### config.mk
export PLATFORM = sky130hd
export DESIGN_NAME = float_compose
export DESIGN_NICKNAME = d
export VERILOG_FILES = /design/src/rtl/float_pkg.sv /design/src/rtl/float_norm_shifter.sv /design/src/rtl/float_compose.sv
export SDC_FILE = /design/constraint.sdc
export NUM_CORES = 1
export LEC_CHECK = 0
export BUFFER_PORTS_ARGS = -buffer_cell sky130_fd_sc_hd__buf_2
export CAP_MARGIN = 20
export CORE_UTILIZATION = 60
export CTS_CLUSTER_DIAMETER = 150
export DETAILED_ROUTE_END_ITERATION = 8
export PLACE_DENSITY_LB_ADDON = 0.25
export SETUP_SLACK_MARGIN = 0.05
export SKIP_LAST_GASP = 1
export SLEW_MARGIN = 20
export SYNTH_ARGS = -nofsm -noshare
export SYNTH_HDL_FRONTEND = slang
export SYNTH_HIERARCHICAL = 1
export SYNTH_SLANG_ARGS = --single-unit
### constraint.sdc
create_clock -name clk -period 3.5 [get_ports clk]
set_clock_uncertainty 0.05 [all_clocks]
set_input_delay 0.525 -clock clk [delete_from_list [all_inputs] [get_ports clk]]
set_output_delay 0.525 -clock clk [all_outputs]
set_load 0.01 [all_outputs]
### src/rtl/float_pkg.sv
// float_pkg: shared class encodings, exponent constants and FSM states for float_compose
package float_pkg;
  localparam logic [4:0] CLS_ZERO = 5'b00001;
  localparam logic [4:0] CLS_NORM = 5'b00010;
  localparam logic [4:0] CLS_SUB  = 5'b00100;
  localparam logic [4:0] CLS_INF  = 5'b01000;
  localparam logic [4:0] CLS_NAN  = 5'b10000;
  localparam int EXP_BIAS = 127;
  localparam logic [7:0] EXP_ALL1 = 8'hFF;
  typedef enum logic [1:0] {IDLE, NORM, DONE} state_t;
endpackage

### src/rtl/float_norm_shifter.sv
// float_norm_shifter: serial left-normaliser, one bit per cycle until the msb is set
module float_norm_shifter (
  input  logic        clk,
  input  logic        reset,
  input  logic        load,
  input  logic        step,
  input  logic        clear,
  input  logic [31:0] payload,
  output logic [31:0] sr,
  output logic [4:0]  cnt,
  output logic        done
);
  assign done = sr[31];
  always_ff @(posedge clk) begin
    if (reset || clear) begin
      sr  <= '0;
      cnt <= '0;
    end else if (load) begin
      sr  <= payload;
      cnt <= '0;
    end else if (step && !sr[31]) begin
      sr  <= sr << 1;
      cnt <= cnt + 5'd1;
    end
  end
endmodule

### src/rtl/float_compose.sv
// float_compose: builds a binary32 word from a one-hot class, sign and payload (FLOATCOMPOSE_RNE_EN: round-to-nearest-even on the normal path)
module float_compose
  import float_pkg::*;
#(
  parameter logic [22:0] QNAN_MANT = 23'h400000
) (
  input  logic        clk,
  input  logic        reset,
  input  logic        in_valid,
  output logic        in_ready,
  input  logic [4:0]  in_type,
  input  logic        in_sign,
  input  logic [31:0] in_payload,
  output logic        out_valid,
  input  logic        out_ready,
  output logic [31:0] out_float,
  output logic        out_error
);
  state_t state, state_nx;
  logic [4:0] type_q;
  logic sign_q;
  logic [31:0] pay_q;
  logic [31:0] sr;
  logic [4:0] cnt;
  logic done, first, norm_ok, onehot, load, step, compose, err;
  logic [7:0] norm_exp;
  logic [30:0] norm_mag;
  logic [31:0] res;
  assign in_ready  = state == IDLE;
  assign out_valid = state == DONE;
  float_norm_shifter u_shift (
    .clk(clk), .reset(reset), .load(load), .step(step), .clear(compose),
    .payload(pay_q), .sr(sr), .cnt(cnt), .done(done)
  );
  always_ff @(posedge clk) begin
    if (reset) begin
      type_q <= '0;
      sign_q <= 1'b0;
      pay_q  <= '0;
    end else if (in_valid && in_ready) begin
      type_q <= in_type;
      sign_q <= in_sign;
      pay_q  <= in_payload;
    end
  end
  // An empty shifter in NORM marks the first cycle after accept, where the class is decided
  always_comb begin
    onehot   = (type_q != 5'd0) && ((type_q & (type_q - 5'd1)) == 5'd0);
    norm_ok  = (type_q == CLS_NORM) && (pay_q != 32'd0);
    first    = (state == NORM) && (sr == 32'd0);
    load     = first && norm_ok;
    step     = (state == NORM) && (sr != 32'd0) && !done;
    compose  = (first && !norm_ok) || ((state == NORM) && done);
    err      = !onehot || ((type_q == CLS_NORM) && (pay_q == 32'd0)) ||
               ((type_q == CLS_SUB) && (pay_q[22:0] == 23'd0));
    norm_exp = 8'(EXP_BIAS + 31) - {3'b0, cnt};
`ifdef FLOATCOMPOSE_RNE_EN
    norm_mag = {norm_exp, sr[30:8]} + {30'd0, sr[7] & ((|sr[6:0]) | sr[8])};
`else
    norm_mag = {norm_exp, sr[30:8]};
`endif
    res = err                  ? 32'h0 :
          (type_q == CLS_ZERO) ? {sign_q, 31'b0} :
          (type_q == CLS_INF)  ? {sign_q, EXP_ALL1, 23'b0} :
          (type_q == CLS_SUB)  ? {sign_q, 8'h00, pay_q[22:0]} :
          (type_q == CLS_NAN)  ? {sign_q, EXP_ALL1, (pay_q[22:0] != 23'd0) ? pay_q[22:0] : QNAN_MANT} :
                                 {sign_q, norm_mag};
  end
`ifndef FLOATCOMPOSE_RNE_EN
  logic unused_lsb;
  assign unused_lsb = ^sr[7:0];
`endif
  always_ff @(posedge clk) begin
    if (reset) state <= IDLE;
    else state <= state_nx;
  end
  always_comb begin
    state_nx = state;
    if (state == IDLE && in_valid) state_nx = NORM;
    if (state == NORM && compose) state_nx = DONE;
    if (state == DONE && out_ready) state_nx = IDLE;
  end
  always_ff @(posedge clk) begin
    if (reset) begin
      out_float <= '0;
      out_error <= 1'b0;
    end else if (compose) begin
      out_float <= res;
      out_error <= err;
    end
  end
endmodule

; ---- Word level (Yosys, flattened, before mapping)
; Index checks and enable logic that the tools add are counted.
[op_classes]
shifts = 0
multipliers = 0
add_sub_neg = 3
order_cmp = 0
n_mux = 10
eq_ne = 7
bitwise = 1
div_mod_pow = 0
n_reduce_logical = 35
[op_table]
columns = operator, count
row1 = $mux 31, 4
row2 = $mux 32, 3
row3 = $logic_not 32->1, 2
row4 = $reduce_bool 32->1, 2
row5 = $logic_not 23->1, 1
row6 = $mux 23, 1
row7 = $reduce_bool 23->1, 1
row8 = $logic_and 1x1->1, 14
row9 = $sub 8x5->8 const A, 1
row10 = $add 5x1->5 const B, 1
row11 = $and 5x5->5, 1
row12 = $eq 5x1->1 const B, 1
row13 = $eq 5x2->1 const B, 1
row14 = $eq 5x3->1 const B, 1
row15 = $eq 5x4->1 const B, 1
row16 = $eq 5x5->1 const B, 1
row17 = $logic_not 5->1, 1
row18 = $reduce_bool 5->1, 1
row19 = $sub 5x1->5 const B, 1
row20 = $logic_or 1x1->1, 4
row21 = $mux 2, 2
row22 = $reduce_bool 2->1, 2
row23 = $reduce_or 2->1, 2
row24 = $logic_not 1->1, 3
row25 = 4 further kinds, 4
[word_totals]
reg_bits = 110
latchBits = 0
mem_bits_ro = 0
in_bits = 42
mem_count = 0
output_inout_bits = 35
ramBits = 0
word_cells = 65

; ---- Longest topological paths before layout
[depth]
depth_word = 8
mapped_depth = 11
mapped_depth_nobuf = 8

; ---- Hierarchy
; Netlist, hierarchy kept.
[modules_own_cells]
columns = module, seq_area_each_um2, cells_each, instances, area_each_um2
row1 = float_compose, 1461.4, 408, 1, 3579.7
row2 = float_norm_shifter, 740.7, 167, 1, 1656.6

; ---- Worst setup path before layout
; Ideal clock, no wire load.
[synth_timing]
path_kind = reg2reg
startpoint = reg type_q[4]
endpoint = reg u_shift.sr[11]
path_stages_with_launch = 11
setup_time_ns = 0.070
path_buffers = 3
setup_slack_ns = 1.302
required_ns = 3.380
arrival_time_ns = 2.078
synth_period_minus_slack_ns = 2.198
path_cell_list = dfxtp_1 buf_4 nor3_1 nand3b_1 o311ai_1 buf_4 inv_2 or2_1 clkbuf_1 o21bai_1 a21oi_1
[synth_via]
elab_chain_cells = 6
word_cells_on_any_way = 9
classes_between = 1 x eq/ne / 1 x mux / 7 x reduce/logical
[synth_rtl]
columns = item, line
row1 = from (decl), float_compose.sv:20  ; logic [4:0] type_q;
row2 = from (signal assigned), float_compose.sv:41  ; type_q <= in_type;
row3 = $eq 5x2->1, float_compose.sv:49  ; norm_ok = (type_q == CLS_NORM) && (pay_q != 32'd0);
row4 = $logic_and 1x1->1, float_compose.sv:49
row5 = $logic_not 1->1, float_compose.sv:53  ; compose = (first && !norm_ok) || ((state == NORM) && done);
row6 = $logic_and 1x1->1, float_compose.sv:53
row7 = $logic_or 1x1->1, float_compose.sv:53
row8 = net compose, float_compose.sv:25  ; logic done, first, norm_ok, onehot, load, step, compose, err;
row9 = $logic_or 1x1->1, float_norm_shifter.sv:15  ; if (reset || clear) begin
row10 = to (signal assigned), float_norm_shifter.sv:19  ; sr <= payload;
row11 = to (signal assigned), float_norm_shifter.sv:22  ; sr <= sr << 1;
row12 = to (decl), float_norm_shifter.sv:9  ; output logic [31:0] sr,
; The timed path passes the listed nets, and every way through them passes these cells.
; A chain may end at the register's enable or synchronous reset.

; ---- Worst setup path in the final report
[layout_timing]
startpoint = reg pay_q[15]
endpoint = reg u_shift.sr[6]
[layout_via]
word_cells_on_any_way = 9
classes_between = 1 x mux / 8 x reduce/logical
[layout_rtl]
columns = item, line
row1 = from (decl), float_compose.sv:22  ; logic [31:0] pay_q;
row2 = from (signal assigned), float_compose.sv:43  ; pay_q <= in_payload;
row3 = $reduce_bool 32->1 *, float_compose.sv:49
row4 = $logic_and 1x1->1 *, float_compose.sv:49
row5 = $logic_and 1x1->1 *, float_compose.sv:51  ; load = first && norm_ok;
row6 = net load, float_compose.sv:25
row7 = $mux 32 or $reduce_bool 2->1 (tied branches), --
; The timed path passes the listed nets; every way through them passes the cells marked *.

==> summary.txt <==
Logic synthesis
  • Mapped Cells: 575
  • Ys flop type: dfxtp_1
  • Post-synth top area share: 0.421
  • Yosys reg bits: 110
  • Mean post-synth cell area: 9.11 um2
  • Register area share after synthesis: 0.421
  • Synth top area cells: dfxtp_1 (42%), mux2i_1 (10%), a21oi_1 (7.9%), nand2_1 (6.4%), o31ai_2 (5.3%)
  • Count of different cell masters after synthesis: 48
  • Synth area leader: dfxtp_1
  • Number of synthesized flops with an enable pin: 0
  • Mapped Area: between 0.005 and 0.006 mm2
  • YS warnings: 6
  • Async set-or-reset flop fraction in the synthesized netlist: 0
  • Synth Net Count: a little over 600

Global route
  • Vias in the first global route: 3830
  • Largest net degree at the start of global routing: 74
  • Grt met2 use: 0.404
  • Top Usage Layer GRT: met2
  • Global-route track usage on met3: 0.0407
  • GRT Total Usage: 0.269
  • First-pass GRT wire length: around 19000 um
  • Met1 GRT Util: 0.399
  • Initial antenna violation count: 0
  • Grt total ovfl: 0

Final layout
  • Syn-to-layout area delta: 11.1%
  • Fill cells: 676
  • Layout cells sized above 1: 0.221
  • Non-Filler Instances: 734
  • Ant. Diodes: 0
  • Final instance area: about 0.0058 mm2
  • Final nets: 668
  • Commonest cells after routing, fill and taps aside: dfxtp_1 (110), nand2_1 (89), a21oi_1 (83)
  • Commonest non-fill, non-tap cell in the layout: dfxtp_1
  • Finished Core Util: 0.697

CTS
  • Worst-path clk slew: around 0.10 ns
  • Max H-tree Level: 3
  • Post-CTS Hold Buffers: 0
  • Clock latency on the worst-skew pair: 0.37 ns
  • Cts bufs inserted: 9
  • Setup bufs post-CTS: 0
  • TritonCTS clock tree: built
  • # resized after CTS: 0
  • Root Buffer: clkbuf_8
  • Clock sinks: 110
  • Worst-case clock buffer depth: 2

Routing
  • Vias/cell: 5.84
  • First drt pass iteration count: 5
  • WL final: 11800 um
  • DRT iter0 DRCs: 290
  • Routed wire per std cell: 16.0 um
  • DR DRC count: 0
  • Vias: roughly 4300
  • Post-route ant nets: 0

Placement
  • GP Congestion: 0.950
  • DP HPWL: 8280 um
  • Cell Area, Placed: 0.00560 mm2
  • IO Port Bufs: 76
  • Pre-CTS WS: about 0.83 ns
  • Cell count after placement: approximately 700

Worst setup path
  • Max incr delay on CP: 0.46 ns
  • CP startpoint kind: flop
  • Crit path arrival time: 3.01 ns
  • Cell family with the largest share of critical-path delay: simple AND/OR/NAND/NOR gates
  • CP Max Fanout: 32
  • Critical-path cell list: nor4_1 > nand4_1 > nor3_1 > and4b_1 > inv_2 > buf_12 > o21bai_1 > a21oi_1
  • Critical path class: flop to flop
  • Slowest-stage cell, CP: nor3_1
  • Critical path required time: 3.75 ns
  • Worst Setup End Kind: flop
  • Buf/Inv on CP: 2

Power and ir drop
  • Pwr Density: 651 mW/mm2
  • P_leak: 2.54 nW
  • Total power: 3.78 mW
  • Maximum vdd drop: 0.000461 V

Floorplanning
  • IO Pins: 77
  • Starting Density: 0.628
  • Row Count: 33
  • Die Y: between 90 and 100 um
  • DIE WIDTH: 95.4 um
  • Core Footprint: between 0.008 and 0.009 mm2
  • DIE AREA: approximately 0.0091 mm2

Run status
  • Status: finished, final reports clean

Timing
  • Period minus WS final: 2.77 ns
  • Final WS setup: 0.734 ns
  • Relative slew slack: 0.568
  • Fin Setup TNS: 0 ns
  • Final Slew Violations: 0
  • Fmax: 362 MHz
  • Crit share post-route: 0.790
  • RSZ-0062 raised after global routing: false
  • Hold Slack: between 0.2 and 0.3 ns
  • Final count of negative-setup-slack endpoints: 0
  • Final hold viol count: 0
  • Worst Tran Pin Value: 0.648 ns

Flow run
  • Max Cap Viol: 0

Min path
  • Min-delay worst type: input port to flop
-- path summary, 6_finish.rpt --
kind / startpoint / end / slack [ns] / cells after the start
worst max-delay path: pay_q[15] / u_shift/sr[6] / 0.73 / 8
worst min-delay path: out_ready / state[1] / 0.30 / 2
worst max register to register: pay_q[15] / u_shift/sr[6] / 0.73 / 8
worst min register to register: out_float[31] / out_float[31] / 0.41 / 2
-- synthesized netlist by cell type, types with 3 or more instances --
master	instances
inv_1	3
o21bai_1	32
or3_1	5
nand3_1	6
a21oi_1	83
nand2b_1	3
nand3b_1	36
nor2_1	11
buf_6	6
xor2_1	3
nor4_1	15
xnor2_1	4
nand2_1	89
nor3_1	5
o31ai_2	22
nor2b_1	4
buf_4	5
buf_2	7
mux2i_1	54
o31ai_1	8
dfxtp_1	110
o21ai_0	4
clkbuf_1	28
-- flip-flops by register name, indices dropped and copies added, names as in the netlist --
signal	cells
out_float	32
pay_q	32
u_shift/sr	32
type_q	5
u_shift/cnt	5
state	2
out_error	1
sign_q	1
-- routing by layer --
| metal | routed length (um) | vias to the layer above |
|---|---|---|
| li1 | - | 2155 |
| met1 | 5720 | 1966 |
| met2 | 5150 | 149 |
| met3 | 753 | 14 |
| met4 | 150 | 0 |
| met5 | 0 | - |
-- layout make-up --
type	instances	area [um2]	share of cell area
Clock buffer	10	138	0.0237
Clock inverter	6	76.3	0.0131
Inverter	5	18.8	0.00323
Multi-Input combinational cell	411	2760	0.475
Sequential cell	110	2200	0.379
Tap cell	105	131	0.0226
Timing Repair Buffer	87	488	0.0839
-- worst reg2reg max path, stage by stage (launching register included) --
cell	delay, ns
dfxtp_1	0.39
nor4_1	0.35
nand4_1	0.23
nor3_1	0.46
and4b_1	0.30
inv_2	0.41
buf_12	0.25
o21bai_1	0.11
a21oi_1	0.15
-- power breakdown --
group | leakage [nW] | switching (mW) | internal [mW]
logic | 1.54 | 0.871 | 0.545
clock network | 0.109 | 0.440 | 0.364
registers | 0.893 | 0.175 | 1.39
-- kinds of logic (layout without fill, tap and decap cells) --
family          after synthesis  in the layout  share of synthesized area
simple gates                189            189                      0.191
buf+inv                      54            108                     0.0569
xor+xnor                      7              7                     0.0117
compound gates              159            159                      0.211
fa+ha+maj                     2              2                    0.00478
flops                       110            110                      0.421
mux                          54             54                      0.103
Note: power is estimated with default switching activity, not from simulation.
